$ cat src/rtl/iiitb_fifo.sv
//==============================================================================
// Module   : iiitb_fifo
// Brief    : 16 x 8 synchronous single-clock FIFO with first-word-fall-through
//            read port. Status outputs are empty, full, threshold, overflow
//            and underflow.
// Options  : FIFO_STICKY_ERR_EN - when defined, overflow/underflow are sticky
//            until their clearing event. When undefined, each flag is a
//            one-cycle registered pulse.
// Revision : 1.0 - initial release
//==============================================================================
`default_nettype none

module iiitb_fifo #(
    parameter int DATA_WIDTH = 8,
    parameter int ADDR_WIDTH = 4,
    parameter int THRESHOLD  = 8
) (
    input  logic                  clk,
    input  logic                  rst_n,
    input  logic                  wr,
    input  logic                  rd,
    input  logic [DATA_WIDTH-1:0] data_in,
    output logic [DATA_WIDTH-1:0] data_out,
    output logic                  fifo_full,
    output logic                  fifo_empty,
    output logic                  fifo_threshold,
    output logic                  fifo_overflow,
    output logic                  fifo_underflow
);

    localparam int                c_DEPTH     = 1 << ADDR_WIDTH;
    localparam logic [ADDR_WIDTH:0] c_DEPTH_CNT = (ADDR_WIDTH + 1)'(c_DEPTH);
    localparam logic [ADDR_WIDTH:0] c_THRESH    = (ADDR_WIDTH + 1)'(THRESHOLD);
    localparam logic [ADDR_WIDTH:0] c_ONE       = (ADDR_WIDTH + 1)'(1);

    logic [DATA_WIDTH-1:0] r_mem [c_DEPTH];
    logic [ADDR_WIDTH:0]   r_wr_ptr;
    logic [ADDR_WIDTH:0]   r_rd_ptr;
    logic [ADDR_WIDTH:0]   r_count;
    logic                  r_overflow;
    logic                  r_underflow;

    logic                  w_wr_en;
    logic                  w_rd_en;

    // Pointer MSBs only track wrap parity; storage is addressed by the low bits.
    logic                  w_unused_ptr_msb;
    assign w_unused_ptr_msb = r_wr_ptr[ADDR_WIDTH] ^ r_rd_ptr[ADDR_WIDTH];

    // Acceptance is gated by the registered status, so a full FIFO rejects a
    // write even when a read frees a slot on the same edge.
    assign w_wr_en = wr & ~fifo_full;
    assign w_rd_en = rd & ~fifo_empty;

    assign fifo_full      = (r_count == c_DEPTH_CNT);
    assign fifo_empty     = (r_count == '0);
    assign fifo_threshold = (r_count >= c_THRESH);
    assign fifo_overflow  = r_overflow;
    assign fifo_underflow = r_underflow;

    // Fall-through head: the word at the read pointer is always visible.
    assign data_out = r_mem[r_rd_ptr[ADDR_WIDTH-1:0]];

    // Storage: cleared on reset so data_out reads zero until the first write.
    always_ff @(posedge clk or negedge rst_n) begin
        if (!rst_n) begin
            for (int i = 0; i < c_DEPTH; i++) begin
                r_mem[i] <= '0;
            end
        end else if (w_wr_en) begin
            r_mem[r_wr_ptr[ADDR_WIDTH-1:0]] <= data_in;
        end
    end

    // Pointers and occupancy advance only on accepted operations.
    always_ff @(posedge clk or negedge rst_n) begin
        if (!rst_n) begin
            r_wr_ptr <= '0;
            r_rd_ptr <= '0;
            r_count  <= '0;
        end else begin
            if (w_wr_en) begin
                r_wr_ptr <= r_wr_ptr + c_ONE;
            end
            if (w_rd_en) begin
                r_rd_ptr <= r_rd_ptr + c_ONE;
            end
            case ({w_wr_en, w_rd_en})
                2'b10:   r_count <= r_count + c_ONE;
                2'b01:   r_count <= r_count - c_ONE;
                default: r_count <= r_count;
            endcase
        end
    end

    // Error flags: a new offending request takes priority over a clear on the
    // same edge, so the event is never lost.
    always_ff @(posedge clk or negedge rst_n) begin
        if (!rst_n) begin
            r_overflow  <= 1'b0;
            r_underflow <= 1'b0;
        end else begin
`ifdef FIFO_STICKY_ERR_EN
            if (wr && fifo_full) begin
                r_overflow <= 1'b1;
            end else if (w_rd_en) begin
                r_overflow <= 1'b0;
            end
            if (rd && fifo_empty) begin
                r_underflow <= 1'b1;
            end else if (w_wr_en) begin
                r_underflow <= 1'b0;
            end
`else
            r_overflow  <= wr & fifo_full;
            r_underflow <= rd & fifo_empty;
`endif
        end
    end

endmodule

`default_nettype wire

$ cat config.mk
export PLATFORM = sky130hd
export DESIGN_NAME = iiitb_fifo
export DESIGN_NICKNAME = d
export VERILOG_FILES = /design/src/rtl/iiitb_fifo.sv
export SDC_FILE = /design/constraint.sdc
export NUM_CORES = 1
export LEC_CHECK = 0
export BUFFER_PORTS_ARGS = -buffer_cell sky130_fd_sc_hd__buf_4
export CELL_PAD_IN_SITES_DETAIL_PLACEMENT = 1
export CELL_PAD_IN_SITES_GLOBAL_PLACEMENT = 1
export CORE_UTILIZATION = 45
export DETAILED_ROUTE_END_ITERATION = 7
export PLACE_DENSITY_LB_ADDON = 0.1
export RECOVER_POWER = 25
export SLEW_MARGIN = 20
export SYNTH_ARGS = -nofsm -noshare
export SYNTH_HDL_FRONTEND = slang
export SYNTH_SLANG_ARGS = --single-unit
$ cat constraint.sdc
create_clock -name clk -period 2.6 [get_ports clk]
set_input_delay 0.13 -clock clk [delete_from_list [all_inputs] [get_ports clk]]
set_output_delay 0.13 -clock clk [all_outputs]
set_load 0.05 [all_outputs]
==> impl_metrics.py <==
metrics = {
    "run_status": {
        "run_status": "completed",
    },
    "worst_setup_path": {
        "cpPeakStageDelay_ns": 0.55,
        "crit_type": "flop to output port",
        "cp_max_fo": 19,
        "crit_top_cell": "buf_4",
        "worstPathCellList": "buf_4, and2_1, buf_4, a221oi_1, o21ai_0, nand2_1, buf_4",
        "cp_data_arrival_time_ns": 2.43,
        "worstPathRequired_ns": 2.47,
        "rrSetupSlack_ns": 0.23,
        "worstSetupStartpointType": "flop",
        "cp-end-kind": "output port",
        "crit_slowest_cell": "a221oi_1",
    },
    "grt": {
        "grt_pass1_wl_um": 26400,
        "antenna_found_initial": 0,
        "grt_start_max_net_pins": 70,
        "grt.total_usage": 0.217,
        "grt_overflow": 0,
        "grt_pass1_vias": 4448,
    },
    "sta": {
        "min_period_ns": 2.56,
        "fin_crit_sh": 0.986,
        "slew_headroom": 0.00653,
        "fin_hold_ws_ns": 0.0984,
        "tightest_slew_ns": 1.49,
        "drv_slew": 0,
        "setup_viol": 0,
        "max_clock_freq_mhz": 390,
        "rsz0062_at_grt": "true",
        "tns_ns": 0,
        "finClkSkew_ns": 0.00801,
        "finalHoldViolations": 0,
    },
    "finish": {
        "drive_gt1_frac": 0.486,
        "nets": 517,
        "syn_to_final_growth_pct": 13.6,
        "n_antenna_cell": 0,
        "final_area_um2": 8210,
        "fin_cells": 721,
    },
    "place": {
        "place_area_um2": 7500,
        "gp_congestion": 0.744,
        "dp_hpwl_um": 10500,
        "numPortBuffers": 24,
        "placed_cells": 686,
    },
    "hold_path": {
        "min_path_type": "primary input to flop",
    },
    "clocking": {
        "clkLatencyLatePin_ns": 0.42,
        "cts_tree": "yes",
        "clkSinkCount": 143,
        "cts_buffer_depth": 2,
        "cts_root_buf": "clkbuf_16",
        "post_cts.repair.setup_buffers": 0,
        "numCtsBuffers": 17,
        "cts.htree.levels": 4,
        "clkSlewWorstSetupHoldPaths_ns": 0.06,
    },
    "routing": {
        "via_per_inst": 5.45,
        "firstDrtPassIters": 4,
        "drtIter0Drc": 223,
        "num_vias": 3929,
        "drc": 0,
        "post_drt_wl_per_cell_um": 22.2,
        "drtAntennaViolNets": 0,
        "wirelength_um": 16000,
    },
    "synthesis": {
        "synth_edf_count": 0,
        "yosysMostFrequentCell": "dfrtp_1",
        "netlist_area_um2": 7230,
        "syn_avg_cell_area_um2": 15.2,
        "yosysSeqAreaShare": 0.495,
        "ys_top_cells_by_count": "dfrtp_1 (143), mux2_4 (72), mux2_2 (58), mux2i_1 (32)",
        "yosysTopAreaCellShare": 0.495,
        "postSynthCellCount": 477,
        "ys_warn_count": 0,
        "syn_nets": 497,
        "synth_seq_cells": 143,
        "synth_cell_types": 40,
        "synth_area_leaders": "dfrtp_1 (50%), mux2_4 (15%), mux2_2 (9.0%)",
        "async_flop_share": 1.00,
        "synth_ff_type": "dfrtp_1",
        "yosysTopAreaCell": "dfrtp_1",
    },
    "die": {
        "die-area_um2": 16600,
        "die_x_um": 129,
        "fp-row-count": 45,
        "die_h_um": 129,
        "initial_core_util": 0.469,
        "coreArea_um2": 15400,
        "num_io_pins": 25,
    },
    "job": {
        "maxCapViolations": 0,
    },
    "power_and_ir_drop": {
        "ir_drop_mv": 0.853,
        "power_density_nw_per_um2": 1460,
        "p_leak_nw": 3.68,
    },
}
[logic make-up (layout without fill, tap and decap cells)]
| family | Yosys count | after routing | synth area share |
|---|---|---|---|
| buf+inv | 43 | 76 | 0.0429 |
| compound gates | 44 | 44 | 0.0448 |
| xor+xnor | 12 | 12 | 0.0145 |
| simple gates | 49 | 49 | 0.0547 |
| fa+ha+maj | 8 | 8 | 0.0138 |
| flops | 143 | 143 | 0.495 |
| mux | 178 | 178 | 0.334 |
[where the power goes]
part | switching, mW | total [mW] | internal, mW
sequential | 0.721 | 4.04 | 3.32
clock | 0.968 | 2.70 | 1.73
combinational | 2.61 | 5.24 | 2.63
[repair_timing]
| action | CTS | global route |
|---|---|---|
| setup endpoints to repair | 2 | 4 |
| hold buffers | 3 | 0 |
| endpoints found under the hold margin | 54 | 0 |
| gates resized for setup | 1 | 6 |
| gates cloned | 0 | 0 |
[area by class of cell]
class                      instances  area, um^2
clock buffer                      19         443
clock inverter                    13         210
fill                            1480        7210
inverter                           5        18.8
multi-input combinational        291        3370
sequential                       143        3580
tap                              211         264
timing repair buffer              39         324
[per-layer routing]
layer / track usage / up-vias / wire length, um
met3: 0.0453 / 11 / 321
met1: 0.291 / 2103 / 7510
met4: 0.0588 / 0 / 141
met2: 0.358 / 31 / 8000
li1: - / 1784 / -
met5: 0 / - / 0
[through the flow]
stage / setup WS, ns / total power, mW / utilization
detailed placement: 0.215 / 9.21 / 0.486
global route: -0.0100 / 12.6 / 0.532
finish: 0.0356 / 12.0 / 0.532
CTS: 0.0455 / 12.0 / 0.531
global placement: 0.305 / 9.01 / 0.486
floorplan: 0.0375 / 7.87 / -
[path summary, 6_finish.rpt]
path / startpoint / endpoint / depth (start not counted)
max: r_rd_ptr[1] / data_out[1] / 7
min: data_in[4] / r_mem[4] / 2
max reg2reg: r_count[1] / r_count[4] / 8
min reg2reg: r_mem[101] / r_mem[101] / 1
max in group asynchronous: rst_n / r_mem[16] / 3
min in group asynchronous: rst_n / r_mem[15] / 2
[state kept, by name, summed over array words and instances, names as in the netlist]
name            cells
fifo_overflow       1
fifo_underflow      1
r_count             5
r_mem             128
r_rd_ptr            4
r_wr_ptr            4
[worst max-delay path, delay by kind of cell (launching register included)]
kind,cells,cell delay [ns]
simple gates,2,0.27
compound gates,2,0.70
buf+inv,3,0.63
flops,1,0.39
[cell usage in the layout (no fill, tap or decap), drive strengths merged, types with 2 or more instances in the layout]
| cell type | count |
|---|---|
| dfrtp | 143 |
| mux2 | 130 |
| buf | 34 |
| mux2i | 32 |
| clkbuf | 21 |
| mux4 | 16 |
| a221oi | 16 |
| and3 | 14 |
| o21ai | 11 |
| nand2 | 11 |
| a22oi | 8 |
| ha | 8 |
| xnor2 | 7 |
| inv | 7 |
| xor2 | 5 |
| bufinv | 5 |
| nand3 | 5 |
| and2 | 4 |
| clkinv | 4 |
| a21oi | 3 |
| dlygate4sd3 | 3 |
| nor2b | 3 |
| and2b | 2 |
| nand3b | 2 |
| nor3 | 2 |
| nor2 | 2 |
| clkinvlp | 2 |
| a21boi | 2 |
Note: power is estimated with default switching activity, not from simulation.
